$ cat src/rtl/uart_mem_pkg.sv
// Definitions shared by the UART memory dumper and its loader counterpart:
// default geometry, framing bytes and the dumper state encoding.
package uart_mem_pkg;

   localparam int INSTR_WIDTH_DEF = 32;
   localparam int DEPTH_DEF       = 256;
   localparam int BYTES_PER_WORD  = INSTR_WIDTH_DEF / 8;
   localparam int ADDR_W          = $clog2(DEPTH_DEF);

   localparam logic [7:0] START_BYTE_DEF = 8'hFF;
   localparam logic [7:0] END_BYTE_DEF   = 8'hFE;

   typedef enum logic [3:0] {
      S_IDLE,
      S_HDR,
      S_HDR_W,
      S_RD,
      S_LAT,
      S_CAP,
      S_DAT,
      S_DAT_W,
      S_END,
      S_END_W
   } dumper_state_t;

endpackage

$ cat src/rtl/uart_tx_byte_sender.sv
// Owns the UART TX handshake: one tx_en per requested byte, then holds off
// further strobes until the transmitter reports tx_done.
module uart_tx_byte_sender (
   input  logic       clk,
   input  logic       rst,
   input  logic       i_req,
   input  logic [7:0] i_byte,
   input  logic       i_tx_busy,
   input  logic       i_tx_done,
   output logic [7:0] o_tx_byte,
   output logic       o_tx_en,
   output logic       o_ack
);

   logic r_wait;

   assign o_tx_en   = i_req & ~i_tx_busy & ~r_wait;
   // A tx_done that does not answer our own strobe is ignored.
   assign o_ack     = r_wait & i_tx_done;
   assign o_tx_byte = i_byte;

   // NOTE: sequential state uses non-blocking assignments so every flop
   // samples the pre-edge values of its neighbours, whatever the block order.
   always_ff @(posedge clk or posedge rst) begin
      if (rst)
         r_wait <= 1'b0;
      else if (o_tx_en)
         r_wait <= 1'b1;
      else if (i_tx_done)
         r_wait <= 1'b0;
   end

endmodule

$ cat src/rtl/uart_mem_dumper.sv
// Streams a range of instruction memory to the UART TX as
// START_BYTE, words MSB-first, END_BYTE - the same layout the loader accepts.
module uart_mem_dumper
   import uart_mem_pkg::*;
#(
   parameter int         INSTR_WIDTH = INSTR_WIDTH_DEF,
   parameter int         DEPTH       = DEPTH_DEF,
   parameter logic [7:0] START_BYTE  = START_BYTE_DEF,
   parameter logic [7:0] END_BYTE    = END_BYTE_DEF
) (
   input  logic                     clk,
   input  logic                     rst,
   input  logic                     start,
   input  logic [$clog2(DEPTH)-1:0] start_addr,
   input  logic [$clog2(DEPTH):0]   word_count,
   output logic                     busy,
   output logic                     done,
   output logic [$clog2(DEPTH)-1:0] mem_rd_addr,
   input  logic [INSTR_WIDTH-1:0]   mem_rd_data,
   output logic [7:0]               tx_byte,
   output logic                     tx_en,
   input  logic                     tx_busy,
   input  logic                     tx_done
);

   localparam int AW  = $clog2(DEPTH);
   localparam int CW  = AW + 1;
   localparam int BPW = INSTR_WIDTH / 8;
   localparam int BIW = (BPW > 1) ? $clog2(BPW) : 1;

   dumper_state_t          r_state, w_next;
   logic [AW-1:0]          r_addr;
   logic [CW-1:0]          r_count;
   logic [INSTR_WIDTH-1:0] r_shreg;
   logic [BIW-1:0]         r_bidx;
   logic [AW-1:0]          r_mem_rd_addr;
   logic                   r_done;

   logic                   w_req;
   logic [7:0]             w_byte;
   logic                   w_tx_en;
   logic                   w_ack;
   logic                   w_last_byte;

   assign w_last_byte = (r_bidx == BIW'(BPW - 1));

   uart_tx_byte_sender u_sender (
      .clk       (clk),
      .rst       (rst),
      .i_req     (w_req),
      .i_byte    (w_byte),
      .i_tx_busy (tx_busy),
      .i_tx_done (tx_done),
      .o_tx_byte (tx_byte),
      .o_tx_en   (w_tx_en),
      .o_ack     (w_ack)
   );

   always_ff @(posedge clk or posedge rst) begin
      if (rst) r_state <= S_IDLE;
      else     r_state <= w_next;
   end

   // NOTE: every signal driven here gets a default first, so no path through
   // the case can leave one unassigned and infer a latch.
   always_comb begin
      w_next = r_state;
      w_req  = 1'b0;
      w_byte = 8'h00;
      case (r_state)
         S_IDLE:  if (start) w_next = S_HDR;
         S_HDR: begin
            w_req  = 1'b1;
            w_byte = START_BYTE;
            if (w_tx_en) w_next = S_HDR_W;
         end
         S_HDR_W: begin
            w_byte = START_BYTE;
            if (w_ack) w_next = (r_count == '0) ? S_END : S_RD;
         end
         S_RD:    w_next = S_LAT;
         S_LAT:   w_next = S_CAP;
         S_CAP:   w_next = S_DAT;
         S_DAT: begin
            w_req  = 1'b1;
            w_byte = r_shreg[INSTR_WIDTH-1 -: 8];
            if (w_tx_en) w_next = S_DAT_W;
         end
         S_DAT_W: begin
            w_byte = r_shreg[INSTR_WIDTH-1 -: 8];
            if (w_ack) begin
               if (!w_last_byte)         w_next = S_DAT;
               else if (r_count == CW'(1)) w_next = S_END;
               else                      w_next = S_RD;
            end
         end
         S_END: begin
            w_req  = 1'b1;
            w_byte = END_BYTE;
            if (w_tx_en) w_next = S_END_W;
         end
         S_END_W: begin
            w_byte = END_BYTE;
            if (w_ack) w_next = S_IDLE;
         end
         default: w_next = S_IDLE;
      endcase
   end

   always_ff @(posedge clk or posedge rst) begin
      if (rst) begin
         r_addr        <= '0;
         r_count       <= '0;
         r_shreg       <= '0;
         r_bidx        <= '0;
         r_mem_rd_addr <= '0;
         r_done        <= 1'b0;
      end else begin
         r_done <= (r_state == S_END_W) && w_ack;
         case (r_state)
            S_IDLE: if (start) begin
               r_addr  <= start_addr;
               r_count <= (word_count > CW'(DEPTH)) ? CW'(DEPTH) : word_count;
            end
            S_RD:  r_mem_rd_addr <= r_addr;
            S_CAP: begin
               r_shreg <= mem_rd_data;
               r_bidx  <= '0;
            end
            S_DAT_W: if (w_ack) begin
               r_shreg <= r_shreg << 8;
               r_bidx  <= r_bidx + 1'b1;
               // Address wraps naturally at DEPTH.
               if (w_last_byte) begin
                  r_count <= r_count - 1'b1;
                  r_addr  <= r_addr + 1'b1;
               end
            end
            default: ;
         endcase
      end
   end

   assign busy        = (r_state != S_IDLE);
   assign done        = r_done;
   assign tx_en       = w_tx_en;
   assign mem_rd_addr = r_mem_rd_addr;

endmodule
$ cat config.mk
export PLATFORM = sky130hd
export DESIGN_NAME = uart_mem_dumper
export DESIGN_NICKNAME = d
export VERILOG_FILES = /design/src/rtl/uart_mem_pkg.sv /design/src/rtl/uart_tx_byte_sender.sv /design/src/rtl/uart_mem_dumper.sv
export SDC_FILE = /design/constraint.sdc
export NUM_CORES = 1
export LEC_CHECK = 0
export CAP_MARGIN = 15
export CORE_ASPECT_RATIO = 1.75
export CORE_MARGIN = 3
export CORE_UTILIZATION = 51
export DETAILED_ROUTE_END_ITERATION = 12
export PLACE_DENSITY = 0.8
export SETUP_SLACK_MARGIN = 0.02
export SLEW_MARGIN = 40
export SYNTH_ARGS = -nofsm -noshare
export SYNTH_HDL_FRONTEND = slang
export SYNTH_SLANG_ARGS = --single-unit
$ cat constraint.sdc
create_clock -name clk -period 2.2 [get_ports clk]
set_input_delay 0.22 -clock clk [delete_from_list [all_inputs] [get_ports clk]]
set_output_delay 0.22 -clock clk [all_outputs]
set_load 0.01 [all_outputs]
After elaboration in Yosys (flattened, before gate mapping) --
Cells that the tools add are included.
Storage, ports and cells: register bits after elaboration 65, bits of input ports 54, output and inout port bits 19, word-level logic and storage cells 78
Operators by class: $add $sub $neg 3, order comparisons 1, equal/unequal tests 19, multiplexer cells 28, bitwise logic cells 5, reduce and logical (&&, ||, !) cells 14
Operator list (count):
- $pmux W32 S2 | 1
- $mux W4 | 10
- $pmux W4 S10 | 1
- $mux W9 | 4
- $mux W32 | 1
- $mux W8 | 3
- $pmux W8 S3 | 1
- $pmux W9 S2 | 1
- $eq A4 B3 Y1 const B | 4
- $ne A2 B2 Y1 const B | 8
- $pmux W8 S2 | 1
- $eq A9 B1 Y1 const B | 1
- $gt A9 B9 Y1 const B | 1
- $logic_not A9 Y1 | 1
- $sub A9 B1 Y9 const B | 1
- $add A8 B1 Y8 const B | 1
- $eq A4 B2 Y1 const B | 2
- $eq A4 B4 Y1 const B | 2
- $reduce_and A7 Y1 | 1
- $reduce_bool A2 Y1 | 3
- $reduce_or A2 Y1 | 3
- $eq A4 B1 Y1 const B | 1
- $logic_not A4 Y1 | 1
- $pmux W2 S2 | 1
- 11 further kinds | 16

Depth between registers and ports, before layout --
Gate-level depths: netlist (run 1).
depth in word-level cells 7, depth in mapped cells 9, gate-level depth less buffers 7

Hierarchy --
A second synthesis (run 1) with hierarchy kept.
Second synthesis, totals: cell total of the unflattened synthesis 380, area, all modules 3604.7 µm²
By module, submodules not included:
- uart_mem_dumper | times used 1, cells each 366, area each 3484.6 µm², seq. area each 1601.5 µm²
- uart_tx_byte_sender | times used 1, cells each 14, area each 120.1 µm², seq. area each 25.0 µm²

Worst setup path before layout (run 1) --
OpenSTA, ideal clock, no wires.
path type reg2reg, start reg r_state[2], end reg r_count[5], setup time 0.122 ns, arrival time 1.574 ns, data required time 2.078 ns, setup slack 0.504 ns, stages on the path, launching flop included 9, buffers on the path 3, period minus slack after synthesis 1.696 ns, cell sequence dfrtp_1 > buf_6 > nor4_2 > a22o_2 > and2_1 > buf_6 > buf_6 > nand2_1 > o2bb2ai_1
Between the ends: word-level cells in the longest chain between the ends 3, elaborated cells on any way between the ends 8, classes of those cells 4 x eq/ne; 1 x mux; 3 x reduce/logical
RTL lines:
- start: declaration | line uart_mem_dumper.sv:31 | dumper_state_t r_state, w_next;
- start signal: assignment | line uart_mem_dumper.sv:61 | else r_state <= w_next;
- $eq A4 B3 Y1 or $logic_not A4 Y1 (tied branches) | line uart_mem_dumper.sv:120 | case (r_state)
- $ne A2 B2 Y1 (no source line) or $reduce_bool A2 Y1 (tied branches)
- $reduce_and A4 Y1 (no source line)
- end signal: assignment | line uart_mem_dumper.sv:123 | r_count <= (word_count > CW'(DEPTH)) ? CW'(DEPTH) : word_count;
- end signal: assignment | line uart_mem_dumper.sv:135 | r_count <= r_count - 1'b1;
- end: declaration | line uart_mem_dumper.sv:33 | logic [CW-1:0] r_count;
Several ways; a longest one is shown, not always the timed one. A chain may end at the register's enable or synchronous reset.

Worst setup path after layout (run 1) --
start reg r_state[1], end out tx_byte[1]
Between the ends: word-level cells in the longest chain between the ends 3, elaborated cells on any way between the ends 10, classes of those cells 6 x eq/ne; 1 x mux; 3 x reduce/logical
RTL lines:
- $eq A4 B4 Y1, or another cell as far along | line uart_mem_dumper.sv:70 | case (r_state)
- $reduce_or A2 Y1 (no source line)
- $pmux W8 S3 (*) | line uart_mem_dumper.sv:70
- end: declaration | line uart_mem_dumper.sv:20 | output logic [7:0] tx_byte,
Mark *: on every way between the ends. The rest lies on a longest branch, timed or not.

==> impl_metrics.yaml, run 1 <==
synth:
  synthCells: 384
  synthMuxAreaShare_pct: 3.229
  synth_simple_gate_area_share_pct: 20.59
  synthTopCellsByCount: "nand2_1 (71), dfrtp_1 (65), nor2_1 (39), a31oi_1 (29), a21oi_1 (27)"
  synth-xor-area-share_pct: 0.5138
  synth_fp_nets: 443
  yosys_warnings: 0
  synth_top_cell_by_area: "dfrtp_1"
  synth-compound-area-share_pct: 20.70
  synth_edf_count: 0
  synthTopCellsByArea: "dfrtp_1 (48%), nand2_1 (7.8%), a31oi_1 (5.3%), nor2_1 (4.3%), a21oi_1 (4.0%)"
  ys_ff_latch: 65
  yosysMostFrequentCell: "nand2_1"
  synth_top_cell_area_share_pct: 47.71
  netlist_area_um2: 3410
  seq_area_frac_synth_pct: 47.71
  synthAdderAreaFrac_pct: 1.835
  post_synth_num_cell_types: 50
  synth_flop_cell: "dfrtp_1"
  synth_top_family_by_area: "compound AO/OA/AOI/OAI gates"
  synth.avg_cell_area_um2: 8.879
  async_reset_ff_share_pct: 100.0
placement:
  gp_congestion: 0.8498
  hpwlAfterDp_um: 5813
  port_buffers: 72
detailed_routing:
  drc: 0
  via_per_inst: 5.702
  post_drt_wl_per_cell_um: 15.12
  drt-initial-drc-count: 327
  wirelength_um: 8209
  vias: 3096
  ant_nets: 0
  first_pass_iters: 5
sta:
  tightest_slew_ns: 0.5707
  slew_headroom_pct: 61.87
  max_freq_ghz: 0.4843
  slew_viol_final: 0
  setup_viol: 0
  layout_min_cycle_time_ns: 2.065
  rsz0062_at_grt: "no"
  min_period_over_period_pct: 93.86
  hold_viol: 0
  skew_ns: 0.009115
  setup_tns_ns: 0
worst_setup_path:
  reg2reg_slack_ns: 0.17
  critPathSlowestCell: "dfrtp_2"
  critPathRequiredTime_ns: 1.98
  slowest_delay_ns: 0.48
  cp.arrival_ns: 1.84
  critical_path_class: "reg -> out"
  endpoint_kind: "output port"
  crit_fanout: 10
  cp_num_buf_inv: 1
  path_delay_family: "simple AND/OR/NAND/NOR gates"
  cp_cell_sequence: "or2_2 -> nand2b_2 -> o21ai_1 -> clkdlybuf4s15_1"
  critPathLaunch: "r_state[1]"
  start_kind: "register"
  r2r_start: "r_state[1]"
power_and_ir_drop:
  p_per_area_nw_per_um2: 511.9
  ir_drop_v: 0.0003904
  p_leak_nw: 1.981
  finalPower_w: 0.002269
clocking:
  cts-buffers-inserted: 9
  clock_sinks: 65
  htree_levels: 3
  cts_hold_buf: 0
  clkSlewWorstSetupHoldPaths_ns: 0.07
  cts_setup_buffers: 0
  clock_latency_ns: 0.35
  cts-root-buf: "clkbuf_8"
  cts_tree: "done"
  clock_path_buffers: 2
global_routing:
  gr-usage-all-layers_pct: 22.71
  grt_max_degree: 51
  grt_overflow_total: 0
  grt_pass1_wl_um: 13380
  grt_pass1_vias: 2938
  grt_antenna_before_repair: 0
run_status:
  status: "completed"
cells_and_area:
  multi_input_area_um2: 1622
  area_growth_pct: 29.98
  layout-drive-gt1-share_pct: 12.74
  finalNetCount: 518
  fill_cells: 505
  seq_area_um2: 1632
  diodes: 0
flow_run:
  drv_cap: 0
die:
  die-width_um: 67.81
  chipHeight_um: 114.2
  placement_rows: 38
  die_area_um2: 7741
  coreArea_um2: 6324
  boundaryPins: 73
  initial_utilization_pct: 53.92
min_path:
  min_path_type: "in -> async"
==> cells by family after synthesis <==
group | count (synthesis)
simple gates | 152
flops | 65
mux | 10
xor+xnor | 2
fa+ha+maj | 5
buf+inv | 37
compound gates | 113
==> repair_timing <==
| item | 4_1_cts | 5_1_grt |
|---|---|---|
| gates cloned | 0 | 0 |
| pin swaps | 0 | 0 |
| gates resized for setup | 16 | 5 |
| setup endpoints to repair | 10 | 3 |
==> power by group <==
| group | total (W) | internal [W] | leakage (nW) | switching [W] |
|---|---|---|---|---|
| clock | 0.000923 | 0.000488 | 0.0980 | 0.000435 |
| sequential | 0.00120 | 0.00120 | 0.882 | 0 |
| combinational | 0.000150 | 0.0000960 | 1.00 | 0.0000543 |
==> cells in the final DEF, fill, tap and decap left out, drive strengths merged, types with 3 or more instances in the layout <==
cell           count
a21oi             28
a22o               9
a22oi              3
a31oi             29
buf               17
clkbuf            12
clkdlybuf4s50     62
clkinv             3
dfrtp             65
dlygate4sd2        8
ha                 5
inv               12
mux2               8
nand2             71
nand2b             3
nand3             11
nand4              4
nor2              39
nor3               4
o21ai             25
o22ai              5
or2                5
==> worst paths after layout <==
check / endpoint / cells after the start
min in group clk: r_shreg[22] / 3
max reg2reg: r_count[7] / 7
min: r_count[8] / 2
max in group asynchronous: r_state[3] / 3
max: tx_byte[1] / 4
min reg2reg: r_bidx[1] / 2
==> worst reg2reg max path, cell delays in order, from the launching register on <==
cell,delay [ns]
dfrtp_2,0.46
buf_4,0.19
and4b_2,0.40
a22o_2,0.23
and2_1,0.15
buf_4,0.18
o21ai_0,0.12
a2bb2oi_1,0.21
==> per-stage QoR <==
stage	worst slack, ns	hold slack [ns]	area (µm²)	std cells	utilization (%)
floorplan	0.3535	0.3599	3410	384	-
global placement	0.2419	0.4537	4232	528	66.92
detailed placement	0.1323	0.4719	4232	528	66.92
CTS	0.02853	0.1783	4417	543	69.85
global route	0.03892	0.2012	4432	543	70.08
finish	0.1351	0.1702	4432	543	70.08
==> sequential cells by signal (all words and copies together), names as in the netlist <==
name             flops
u_sender.r_wait      1
r_shreg             32
mem_rd_addr          8
r_bidx               2
r_state              4
r_addr               8
r_count              9
done                 1
==> metal layers <==
layer	share of wire [%]	vias up	track usage, %
met3	5.2	22	4.519
met4	2.4	0	11.02
met1	41	1460	28.97
li1	-	1511	-
met2	51	103	36.17
met5	0	-	0
==> layout make-up <==
class | instances | share of cell area, %
Clock buffer | 12 | 3.727
Clock inverter | 3 | 0.3388
Tap cell | 80 | 2.259
Inverter | 12 | 1.016
Multi-Input combinational cell | 282 | 36.59
Sequential cell | 65 | 36.82
Timing Repair Buffer | 89 | 19.25
Power figures use the tool's default switching activity.
==> inputs of run 2 (changes only) <==
- SLEW_MARGIN: 40 -> not set
==> results of run 2 <==
The final DEF is identical to that of run 1; final timing and power are the same.
==> inputs of run 3 (changes only) <==
- CAP_MARGIN: 15 -> 40
- CORE_UTILIZATION: 51 -> 49
- PLACE_DENSITY: 0.8 -> 0.77
==> run 3 against run 2 <==
Against the previous run:
- power increased by 17%
- non-clock buffer count increased by 2
- core utilization decreased by 1.9 points
- clock skew decreased by 0.0028 ns
- critical path type unchanged
- sequential share of layout area decreased by 0.81 points
- cell count increased by 0.92%
- clock-buffer cell count decreased by 2
- wire length increased by 1.7%
- critical path depth increased by 1
==> impl_metrics.yaml, run 3 (same netlist as run 1, synthesis figures left out) <==
run_status:
  status: "completed"
sta:
  layout_min_cycle_time_ns: 2.078
  min_period_over_period_pct: 94.44
  setup_tns_ns: 0
  hold_viol: 0
  tightest_slew_ns: 0.5507
  fin_ws_ns: 0.1223
  slew_headroom_pct: 63.21
  skew_ns: 0.006356
  slew_viol_final: 0
  setup_viol: 0
  rsz0062_at_grt: "no"
  max_freq_ghz: 0.4813
worst_setup_path:
  start_kind: "register"
  reg2reg_depth: 7
  r2r_start: "r_state[1]"
  r2r_end: "r_count[4]"
  worstSetupEndpoint: "busy"
  reg2reg_slack_ns: 0.25
  endpoint_kind: "output port"
  critical_path_class: "reg -> out"
  critPathLaunch: "r_state[0]"
  cp_cell_sequence: "buf_4 -> nor4_2 -> buf_4 -> inv_1 -> clkdlybuf4s50_1"
  crit_fanout: 15
  cp.arrival_ns: 1.86
  critPathRequiredTime_ns: 1.98
  crit_path_frequent_cell: "buf_4"
  critPathSlowestCell: "clkdlybuf4s50_1"
  slowest_delay_ns: 0.47
cells_and_area:
  diodes: 0
  top_register: "r_shreg"
  area_growth_pct: 32.70
  largest_register_ffs: 32
  final_common_cell: "nand2_1"
  stdcell_area_um2: 4524
  reg_top3: "r_shreg x32, r_count x9"
  fill_cells: 561
  finalNetCount: 520
  layout_common_cells: "nand2_1 (71), dfrtp_1 (63), clkdlybuf4s50_1 (63)"
  layout-drive-gt1-share_pct: 12.45
clocking:
  clock_latency_ns: 0.33
  cts_setup_buffers: 0
  cts.repair.resized: 14
  cts-buffers-inserted: 9
  cts_tree: "done"
  clock_sinks: 65
  clkSlewWorstSetupHoldPaths_ns: 0.06
  cts-root-buf: "clkbuf_16"
  htree_levels: 3
  clock_path_buffers: 2
  cts_hold_buf: 0
global_routing:
  gr-usage-all-layers_pct: 21.81
  grt_overflow_total: 0
  grt_antenna_before_repair: 0
  grt_max_degree: 50
  grt_pass1_wl_um: 14020
  grt_pass1_vias: 3075
min_path:
  min_path_type: "in -> async"
flow_run:
  drv_cap: 0
placement:
  dpl_worst_slack_ns: 0.2376
  hpwlAfterDp_um: 5931
  port_buffers: 72
  dpl-instance-area_um2: 4249
  gp_congestion: 0.8154
power_and_ir_drop:
  ir_drop_v: 0.0004453
  p_leak_nw: 2.013
  finalPower_w: 0.002647
  p_per_area_nw_per_um2: 585.1
detailed_routing:
  dr_wl_met3_um: 322
  met2_length_um: 4326
  post_drt_wl_per_cell_um: 15.24
  wl_met1_um: 3515
  ant_nets: 0
  top_layer: "met4"
  drc: 0
  wirelength_um: 8351
  via_per_inst: 5.779
  first_pass_iters: 6
  drt-initial-drc-count: 283
  vias: 3167
die:
  placement_rows: 39
  chipHeight_um: 116.4
  initial_utilization_pct: 51.38
  die_area_um2: 8035
  coreArea_um2: 6636
  boundaryPins: 73
  die-width_um: 69.06
## run 3: cell count changes in the layout (fill, tap and decap cells not counted), moves of 2 or more
cell | before | now
clkbuf_16 | 0 | 9
clkbuf_8 | 12 | 0
dfrtp_2 | 4 | 2
buf_4 | 16 | 18
clkinv_2 | 3 | 1
clkinvlp_4 | 0 | 4
dfrtp_1 | 61 | 63
## run 3: power by group
group          leakage, nW  switching [W]  internal [W]
sequential           0.886              0       0.00120
combinational         1.01      0.0000541     0.0000959
clock                0.121       0.000538      0.000763
total                 2.01       0.000592       0.00205
## run 3: area by class of cell
| cell class | instances | area (µm²) | area share, % |
|---|---|---|---|
| clock buffer | 10 | 229.0 | 5.061 |
| sequential | 65 | 1629 | 36.01 |
| tap | 82 | 102.6 | 2.268 |
| clock inverter | 6 | 43.79 | 0.9679 |
| multi-input combinational | 282 | 1610 | 35.59 |
| timing repair buffer | 91 | 864.6 | 19.11 |
| inverter | 12 | 45.04 | 0.9956 |
## run 3: worst min-delay path by stage
stage | startpoint | endpoint | slack, ns | cells past startpoint
after floorplan | mem_rd_data[0] | r_shreg[0] | 0.36 | 1
after global placement | r_bidx[1] | r_bidx[1] | 0.46 | 2
after detailed placement | r_bidx[1] | r_bidx[1] | 0.47 | 2
after CTS | rst | r_count[7] | 0.20 | 2
after global routing | rst | mem_rd_addr[2] | 0.25 | 2
final | rst | mem_rd_addr[3] | 0.20 | 2
## run 3: per-layer routing
layer | global-route usage (%) | vias up
met5 | 0 | -
met4 | 11.21 | 0
met3 | 4.220 | 17
met2 | 35.78 | 101
met1 | 27.52 | 1530
li1 | - | 1519
## run 3: worst max-delay path, delay by kind of cell (launching register included)
kind / cells / cell delay [ns]
and+or+nand+nor: 1 / 0.28
buffers and inverters: 4 / 0.87
DFF: 1 / 0.38
## run 3: per-stage QoR
stage,std cells,util [%],hold WS (ns)
2_1_floorplan,384,-,0.3599
3_3_place_gp,532,64.03,0.4568
3_5_place_dp,532,64.03,0.4748
4_1_cts,548,68.18,0.2018
5_1_grt,548,68.18,0.2459
6_report,548,68.18,0.1974
